==> src/rtl/pipe_ctrl_stage.sv <==
// Generic pipeline-stage control register: EX/MEM/WB control groups plus a
// data payload, valid/ready handshake, optional skid entry, flush-to-bubble
// and saturating bubble/flush statistics.
//
// state | meaning
// ------+-----------------------------------------------------------
// EMPTY | main entry invalid; outputs present the all-zero bubble
// ONE   | main entry valid and presented downstream
// TWO   | main and skid entries valid; skid drains next (SKID=1 only)
module pipe_ctrl_stage #(
  parameter int EX_W   = 10,
  parameter int MEM_W  = 12,
  parameter int WB_W   = 7,
  parameter int DATA_W = 32,
  parameter int SKID   = 1,
  parameter int CNT_W  = 16
) (
  input  logic              clk,
  input  logic              rst,
  input  logic              clr,
  input  logic              in_valid,
  output logic              in_ready,
  input  logic [EX_W-1:0]   in_ex,
  input  logic [MEM_W-1:0]  in_mem,
  input  logic [WB_W-1:0]   in_wb,
  input  logic [DATA_W-1:0] in_data,
  output logic              out_valid,
  input  logic              out_ready,
  output logic [EX_W-1:0]   out_ex,
  output logic [MEM_W-1:0]  out_mem,
  output logic [WB_W-1:0]   out_wb,
  output logic [DATA_W-1:0] out_data,
  output logic [CNT_W-1:0]  bubble_cnt,
  output logic [CNT_W-1:0]  flush_cnt
);

  // One entry is the four groups packed MSB-first: {ex, mem, wb, data}.
  localparam int ENT_W = EX_W + MEM_W + WB_W + DATA_W;
  localparam logic [CNT_W-1:0] CNT_MAX = '1;

  typedef enum logic [1:0] {
    EMPTY = 2'd0,
    ONE   = 2'd1,
    TWO   = 2'd2
  } occ_t;

  occ_t             state_q, state_d;
  logic [ENT_W-1:0] m_q, m_d;
  logic [ENT_W-1:0] s_q, s_d;
  logic [ENT_W-1:0] in_ent;
  logic [ENT_W-1:0] out_ent;
  logic             accept;
  logic             retire;
  logic [CNT_W-1:0] bubble_q;
  logic [CNT_W-1:0] flush_q;

  assign in_ent    = {in_ex, in_mem, in_wb, in_data};
  assign out_valid = (state_q != EMPTY);
  assign accept    = in_valid & in_ready;
  assign retire    = out_valid & out_ready;

  // With a skid entry, ready depends only on the occupancy register, so the
  // upstream never sees a combinational path from out_ready.
  generate
    if (SKID != 0) begin : g_skid_ready
      assign in_ready = (state_q != TWO);
    end else begin : g_comb_ready
      assign in_ready = !out_valid | out_ready;
    end
  endgenerate

  // Occupancy state and entry storage registers.
  always_ff @(posedge clk or posedge rst) begin
    if (rst) begin
      state_q <= EMPTY;
      m_q     <= '0;
      s_q     <= '0;
    end else begin
      state_q <= state_d;
      m_q     <= m_d;
      s_q     <= s_d;
    end
  end

  // Next occupancy and entry contents; vacated entries are zeroed so the
  // stored word is already the NOP bubble whenever it is not valid.
  always_comb begin
    state_d = state_q;
    m_d     = m_q;
    s_d     = s_q;
    if (clr) begin
      state_d = EMPTY;
      m_d     = '0;
      s_d     = '0;
    end else begin
      case (state_q)
        EMPTY: begin
          if (accept) begin
            state_d = ONE;
            m_d     = in_ent;
          end
        end
        ONE: begin
          if (retire && accept) begin
            m_d = in_ent;
          end else if (retire) begin
            state_d = EMPTY;
            m_d     = '0;
          end else if (accept && (SKID != 0)) begin
            state_d = TWO;
            s_d     = in_ent;
          end
        end
        TWO: begin
          if (retire) begin
            state_d = ONE;
            m_d     = s_q;
            s_d     = '0;
          end
        end
        default: begin
          state_d = EMPTY;
          m_d     = '0;
          s_d     = '0;
        end
      endcase
    end
  end

  // Bubble counter: cycles where downstream was ready but got nothing.
  always_ff @(posedge clk or posedge rst) begin
    if (rst) begin
      bubble_q <= '0;
    end else if (!out_valid && out_ready && (bubble_q != CNT_MAX)) begin
      bubble_q <= bubble_q + 1'b1;
    end
  end

  // Flush counter: only flushes that actually discarded something count.
  always_ff @(posedge clk or posedge rst) begin
    if (rst) begin
      flush_q <= '0;
    end else if (clr && (state_q != EMPTY) && (flush_q != CNT_MAX)) begin
      flush_q <= flush_q + 1'b1;
    end
  end

  assign bubble_cnt = bubble_q;
  assign flush_cnt  = flush_q;

  // The gate keeps the bubble word all-zero even if storage were stale.
  assign out_ent  = out_valid ? m_q : '0;
  assign out_ex   = out_ent[ENT_W-1 -: EX_W];
  assign out_mem  = out_ent[DATA_W+WB_W+MEM_W-1 -: MEM_W];
  assign out_wb   = out_ent[DATA_W+WB_W-1 -: WB_W];
  assign out_data = out_ent[DATA_W-1:0];

endmodule

==> config.mk <==
export PLATFORM = sky130hd
export DESIGN_NAME = pipe_ctrl_stage
export DESIGN_NICKNAME = d
export VERILOG_FILES = /design/src/rtl/pipe_ctrl_stage.sv
export SDC_FILE = /design/constraint.sdc
export NUM_CORES = 1
export LEC_CHECK = 0
export ABC_AREA = 1
export BUFFER_PORTS_ARGS = -buffer_cell sky130_fd_sc_hd__clkbuf_2
export CAP_MARGIN = 30
export CELL_PAD_IN_SITES_DETAIL_PLACEMENT = 0
export CELL_PAD_IN_SITES_GLOBAL_PLACEMENT = 2
export CORE_MARGIN = 4
export CORE_UTILIZATION = 31
export CTS_BUF_LIST = sky130_fd_sc_hd__clkbuf_8
export DETAILED_ROUTE_END_ITERATION = 10
export GPL_TIMING_DRIVEN = 0
export PLACE_DENSITY = 0.78
export SLEW_MARGIN = 40
export SYNTH_ARGS = -nofsm -noshare
export SYNTH_HDL_FRONTEND = slang
export SYNTH_SLANG_ARGS = --single-unit
==> constraint.sdc <==
create_clock -name clk -period 7.1 [get_ports clk]
set_input_delay 1.065 -clock clk [delete_from_list [all_inputs] [get_ports clk]]
set_output_delay 1.065 -clock clk [all_outputs]
set_load 0.03 [all_outputs]
==> impl_metrics.py, run 1 <==
metrics = {
    "floorplan": {
        "cell_row_count": 59,
        "initial_utilization": 0.315,
        "total_i_o_pin_count": 161,
        "die_h_um": 171,
        "floorplan.die_area_sq_um": 29200,
        "chip_width_um": 171,
        "floorplan.core_area_sq_um": 26100,
    },
    "synthesis": {
        "synthArstFlopShare": 1.00,
        "synth_compound_gate_area_share": 0.0134,
        "synthesis.instances": 1187,
        "synth_top_cell_by_area": "sky130_fd_sc_hd__dfrtp_1",
        "synth_adder_area_share": 0.00304,
        "synth_enable_flop_cells": 0,
        "yosys-top-cells-area": "sky130_fd_sc_hd__dfrtp_1 (47%), sky130_fd_sc_hd__nand2_1 (27%), sky130_fd_sc_hd__nand4_1 (5.5%), sky130_fd_sc_hd__nand3_1 (4.7%), sky130_fd_sc_hd__nor2_1 (4.5%)",
        "commonest_register_cell_after_synthesis": "sky130_fd_sc_hd__dfrtp_1",
        "post_synth_and_or_nand_nor_area_fraction": 0.419,
        "synth.cell_area_sq_um": 8240,
        "synth_nets": 1255,
        "yosysSeqAreaShare": 0.474,
        "postSynthAreaPerCell_sq_um": 6.94,
        "synthMuxAreaShare": 0,
        "synthXorXnorAreaFrac": 0.0149,
        "combinational_family_with_the_most_area_after_synthesis": "simple AND/OR/NAND/NOR gates",
        "share_of_yosys_cell_area_claimed_by_the_top_area_cell_type": 0.474,
        "yosys_warnings": 0,
        "yosys.cell_types.count": 24,
        "synth_seq_cells": 156,
    },
    "power_and_ir_drop": {
        "power.density_cell_area_nw_per_um2": 282,
        "power.leakage_nw": 5.47,
        "peak_vdd_ir_mv": 0.0921,
    },
    "drt": {
        "drc": 0,
        "via_per_instance_ratio": 4.58,
        "drt-initial-drc-count": 546,
        "num_vias": 7867,
        "drt_first_pass_iters": 5,
        "postRouteWirelength_um": 25300,
        "wire_per_inst_um": 14.8,
        "final_antenna_net_count": 0,
    },
    "setup_path": {
        "critPathLaunchType": "register",
        "end_kind": "output port",
        "reg2reg_slack_ns": 4.94,
        "worstPathArrival_ns": 2.40,
        "worstReg2RegStart": "state_q[1]",
        "critPathKind": "reg2out",
        "timing.rr.end": "m_q[8]",
        "critical_path_peak_fanout": 10,
        "worst_ep_required_time_ns": 6.03,
        "timing.reg2reg.worst_path_depth": 9,
    },
    "timing": {
        "achievable-frequency_ghz": 0.289,
        "slew_headroom": 0.508,
        "timing.clock.skew_ns": 0.0218,
        "rsz_0062_raised_after_global_routing": "false",
        "fin_setup_tns_ns": 0,
        "hold_viol_final": 0,
        "report.final.setup_viol": 0,
        "final_max_tran_viols": 0,
        "fin_ws_ns": 3.64,
        "worst_max_slew_pin_slew_ns": 0.733,
        "timing.final.crit_share": 0.487,
        "layout_min_cycle_time_ns": 3.46,
    },
    "global_route": {
        "initial_antenna_violation_count": 0,
        "grt_first_pass_wirelength_um": 42200,
        "grt_overflow": 0,
        "number_of_global_route_vias_before_repair": 8008,
        "largest_net_degree_at_the_start_of_global_routing": 72,
        "grt_util_overall": 0.179,
    },
    "finish": {
        "fin_cells": 1716,
        "layout-drive-gt1-share": 0.165,
        "num-nets-final": 1436,
        "synthToLayoutAreaGrowth_pct": 19.9,
        "layout_commonest_cell": "sky130_fd_sc_hd__nand2_1",
        "mostFrequentLayoutCells": "sky130_fd_sc_hd__nand2_1 (590), sky130_fd_sc_hd__clkbuf_2 (160), sky130_fd_sc_hd__dfrtp_1 (156)",
        "antenna-diode-count": 0,
        "fin_area_sq_um": 9880,
    },
    "min_path": {
        "timing.hold.worst_path_depth": 2,
        "hold-path-endpoint": "m_q[0]",
        "hold_path_startpoint": "m_q[0]",
        "class_of_the_tightest_hold_or_removal_check": "reg2reg",
    },
    "placed_design": {
        "place_hpwl_um": 17800,
        "place_ws_ns": 4.06,
        "gp_routability_congestion": 0.760,
        "placed_area_sq_um": 9520,
        "placement.io_buffers": 160,
        "placed_cells_incl_taps": 1684,
    },
    "cts": {
        "post-cts-setup-buffers": 0,
        "cts_made_buffers": 17,
        "cts-root-to-sink-buffers": 2,
        "clockRootBuffer": "sky130_fd_sc_hd__clkbuf_8",
        "h-tree-depth": 4,
        "clock_insertion_delay_worst_skew_ns": 0.46,
        "clk_transition_reported_paths_ns": 0.08,
        "clock_sinks": 156,
        "cts-hold-fix-buffers": 0,
        "post_cts_resized": 0,
        "tritoncts": "done",
    },
    "job": {
        "max_cap_viol_count": 0,
    },
    "status": {
        "status": "complete, no violations",
    },
}
-- routing by layer --
| metal | track usage | part of all wire |
|---|---|---|
| met1 | 0.256 | 0.49 |
| met2 | 0.288 | 0.46 |
| met3 | 0.0270 | 0.040 |
| met4 | 0.0396 | 0.0091 |
| met5 | 0 | 0 |
-- flip-flops by register name (all words and copies together) (netlist names) --
register	count
state_q	2
m_q	61
flush_cnt	16
bubble_cnt	16
s_q	61
-- critical path: stages (launching register included) --
cell and delay, ns:
sky130_fd_sc_hd__dfrtp_1 0.43, sky130_fd_sc_hd__inv_2 0.14, sky130_fd_sc_hd__nand2_2 0.14, sky130_fd_sc_hd__clkinv_1 0.39, sky130_fd_sc_hd__clkbuf_1 0.42, sky130_fd_sc_hd__nor2_1 0.21, sky130_fd_sc_hd__clkbuf_2 0.23
-- cells by family (layout without fill, tap and decap cells) --
family                     after synthesis  in the layout
DFF                                    156            156
buffers and inverters                  157            351
AOI/OAI and AO/OA                       16             16
adders and majority gates                2              2
xor gates and xnor gates                14             14
and+or+nand+nor                        842            842
-- stage by stage --
| step | utilization | power, W | hold slack (ns) |
|---|---|---|---|
| after floorplan | - | 0.00185 | 0.449 |
| after global placement | 0.362 | 0.00218 | 0.463 |
| after detailed placement | 0.364 | 0.00219 | 0.465 |
| after CTS | 0.378 | 0.00284 | 0.489 |
| after global routing | 0.378 | 0.00301 | 0.499 |
| final | 0.378 | 0.00278 | 0.481 |
-- layout make-up --
| type | instances | area (sq um) |
|---|---|---|
| sequential | 156 | 3900 |
| clock buffer | 18 | 248 |
| fill | 2950 | 16300 |
| multi-input combinational | 874 | 3710 |
| buffer | 65 | 278 |
| inverter | 92 | 353 |
| clock inverter | 14 | 113 |
| timing repair buffer | 162 | 856 |
| tap | 335 | 419 |
-- Yosys cell counts (3+ instances only) --
cell type	number
sky130_fd_sc_hd__buf_1	6
sky130_fd_sc_hd__buf_2	21
sky130_fd_sc_hd__clkbuf_1	36
sky130_fd_sc_hd__dfrtp_1	156
sky130_fd_sc_hd__inv_1	86
sky130_fd_sc_hd__inv_2	4
sky130_fd_sc_hd__nand2_1	590
sky130_fd_sc_hd__nand3_1	77
sky130_fd_sc_hd__nand4_1	72
sky130_fd_sc_hd__nor2_1	98
sky130_fd_sc_hd__nor2_2	3
sky130_fd_sc_hd__o21ai_0	11
sky130_fd_sc_hd__xnor2_1	11
sky130_fd_sc_hd__xor2_1	3
-- how the worst max path moves through the flow --
stage,slack (ns),to,start
floorplan,1.83,bubble_cnt[0],rst
global placement,-0.62,m_q[53],rst
detailed placement,4.06,out_data[19],state_q[1]
CTS,3.55,out_data[19],state_q[1]
global route,3.42,out_data[19],state_q[1]
finish,3.64,out_data[19],state_q[1]
-- where the power goes --
group / internal, W / total, W / leakage, nW / switching, W
combinational: 0.000273 / 0.000984 / 3.20 / 0.000710
sequential: 0.00105 / 0.00117 / 2.09 / 0.000115
clock: 0.000257 / 0.000630 / 0.174 / 0.000374
Power figures use the tool's default switching activity.
==> run 2, diff against run 1 <==
==> constraint.sdc (replaced) <==
create_clock -name clk -period 3.55 [get_ports clk]
set_input_delay 0.5325 -clock clk [delete_from_list [all_inputs] [get_ports clk]]
set_output_delay 0.5325 -clock clk [all_outputs]
set_load 0.03 [all_outputs]
==> impl_metrics.py, run 2 (same netlist as run 1, synthesis figures left out) <==
metrics = {
    "global_route": {
        "largest_net_degree_at_the_start_of_global_routing": 24,
        "grt_overflow": 0,
        "number_of_global_route_vias_before_repair": 7988,
        "grt_util_overall": 0.179,
        "grt_first_pass_wirelength_um": 42100,
        "initial_antenna_violation_count": 0,
    },
    "floorplan": {
        "chip_width_um": 171,
        "die_h_um": 171,
        "cell_row_count": 59,
        "floorplan.die_area_sq_um": 29200,
        "floorplan.core_area_sq_um": 26100,
        "total_i_o_pin_count": 161,
        "initial_utilization": 0.315,
    },
    "power_and_ir_drop": {
        "power.internal_w": 0.00346,
        "peak_vdd_ir_mv": 0.201,
        "sw_frac_of_total": 0.409,
        "power.share.sequential": 0.398,
        "power.clock.fraction": 0.262,
        "proportion_of_power_drawn_by_combinational_gates": 0.340,
        "power.density_cell_area_nw_per_um2": 579,
        "power.leakage_nw": 5.57,
        "power.switching_w": 0.00240,
    },
    "setup_path": {
        "critPathLaunchType": "register",
        "worst_ep_required_time_ns": 3.02,
        "end_kind": "output port",
        "timing.reg2reg.worst_path_depth": 9,
        "critical_path_peak_fanout": 10,
        "worstReg2RegStart": "state_q[1]",
        "worstPathArrival_ns": 2.43,
        "critPathKind": "reg2out",
        "launch_point_of_the_worst_path": "state_q[1]",
    },
    "cts": {
        "clk_transition_reported_paths_ns": 0.10,
        "clockRootBuffer": "sky130_fd_sc_hd__clkbuf_8",
        "h-tree-depth": 4,
        "cts-root-to-sink-buffers": 2,
        "post-cts-setup-buffers": 0,
        "clock_insertion_delay_worst_skew_ns": 0.46,
        "clock_sinks": 156,
        "tritoncts": "done",
        "cts_made_buffers": 17,
    },
    "job": {
        "max_cap_viol_count": 0,
    },
    "drt": {
        "wire_per_inst_um": 14.8,
        "via_per_instance_ratio": 4.59,
        "drc": 0,
        "num_vias": 7897,
        "final_antenna_net_count": 0,
        "drt-initial-drc-count": 459,
        "postRouteWirelength_um": 25400,
        "drt_first_pass_iters": 6,
    },
    "finish": {
        "reg.largest.list": "m_q x61, s_q x61",
        "fill_cells": 2908,
        "fin_area_sq_um": 10100,
        "multiInputGateArea_sq_um": 3710,
        "layout-drive-gt1-share": 0.169,
        "fin_util": 0.387,
        "num-nets-final": 1443,
        "antenna-diode-count": 0,
        "synthToLayoutAreaGrowth_pct": 22.7,
        "layout_commonest_cell": "sky130_fd_sc_hd__nand2_1",
        "fin_cells": 1722,
        "sequential_cell_area_sq_um": 3900,
        "mostFrequentLayoutCells": "sky130_fd_sc_hd__nand2_1 (590), sky130_fd_sc_hd__clkbuf_2 (160), sky130_fd_sc_hd__dfrtp_1 (156)",
    },
    "timing": {
        "slew_headroom": 0.453,
        "layout_min_cycle_time_ns": 2.96,
        "rsz_0062_raised_after_global_routing": "false",
        "fin_ws_ns": 0.590,
        "report.final.setup_viol": 0,
        "timing.clock.skew_ns": 0.0159,
        "worst_max_slew_pin_slew_ns": 0.815,
        "finalHoldWorstSlack_ns": 0.314,
        "final_max_tran_viols": 0,
        "hold_viol_final": 0,
        "timing.final.crit_share": 0.834,
        "achievable-frequency_ghz": 0.338,
    },
    "min_path": {
        "hold_path_startpoint": "in_ex[7]",
        "class_of_the_tightest_hold_or_removal_check": "in2reg",
        "timing.hold.worst_path_depth": 3,
    },
    "placed_design": {
        "gp_routability_congestion": 0.795,
        "placed_cells_incl_taps": 1690,
        "place_hpwl_um": 18300,
        "placed_area_sq_um": 9660,
        "placement.io_buffers": 160,
        "place_ws_ns": 1.02,
    },
    "status": {
        "status": "complete, no violations",
    },
}
==> run 2: cell types whose count changed in the layout (fill, tap and decap cells not counted), sizes merged <==
| cell | delta |
|---|---|
| dlygate4sd3 | +1 |
| inv | -3 |
| clkinvlp | -1 |
| clkinv | -1 |
| buf | +6 |
| bufinv | +4 |
==> run 2: path summary, 6_finish.rpt <==
check	to	slack, ns
min in group asynchronous	flush_cnt[7]	0.56
worst max-delay path	out_data[19]	0.59
worst min-delay path	s_q[58]	0.31
worst max register to register	m_q[10]	1.41
max in group asynchronous	s_q[31]	2.08
worst min register to register	m_q[18]	0.48
==> run 2: worst max-delay path, stage by stage (launching register included) <==
cell	delay (ns)
sky130_fd_sc_hd__dfrtp_1	0.44
sky130_fd_sc_hd__inv_2	0.15
sky130_fd_sc_hd__nand2_2	0.14
sky130_fd_sc_hd__clkinv_1	0.38
sky130_fd_sc_hd__clkbuf_1	0.42
sky130_fd_sc_hd__nor2_1	0.22
sky130_fd_sc_hd__clkbuf_2	0.23
==> run 2: layout make-up <==
type / count / share of cell area
clock buffers: 18 / 0.0245
multi-input cells: 874 / 0.367
clock inverters: 13 / 0.0187
flip-flops and latches: 156 / 0.386
repair buffers: 169 / 0.0998
well taps: 335 / 0.0415
plain buffers: 65 / 0.0275
inverters: 92 / 0.0345
==> run 2: layer usage <==
metal	vias to the layer above	wire (um)	GRT usage
li1	4067	-	-
met1	3674	12600	0.259
met2	140	11600	0.283
met3	16	879	0.0333
met4	0	276	0.0375
met5	-	0	0
==> run 2: metrics by stage <==
step	power (W)	TNS [ns]
3_3_place_gp	0.00436	-33.70
3_5_place_dp	0.00439	0
6_report	0.00585	0
2_1_floorplan	0.00371	0
5_1_grt	0.00632	0
4_1_cts	0.00595	0
==> run 2: timing repair <==
action,CTS,global route
endpoints found under the hold margin,9,0
resized for setup,0,0
hold buffers,1,0
==> run 2: power groups by stage <==
stage	sequential, W	clock [W]	combinational, W
after detailed placement	0.00236	0	0.00203
final	0.00233	0.00153	0.00199
after CTS	0.00233	0.00158	0.00204
after global placement	0.00237	0	0.00200
after floorplan	0.00240	0	0.00130
after global routing	0.00238	0.00166	0.00228
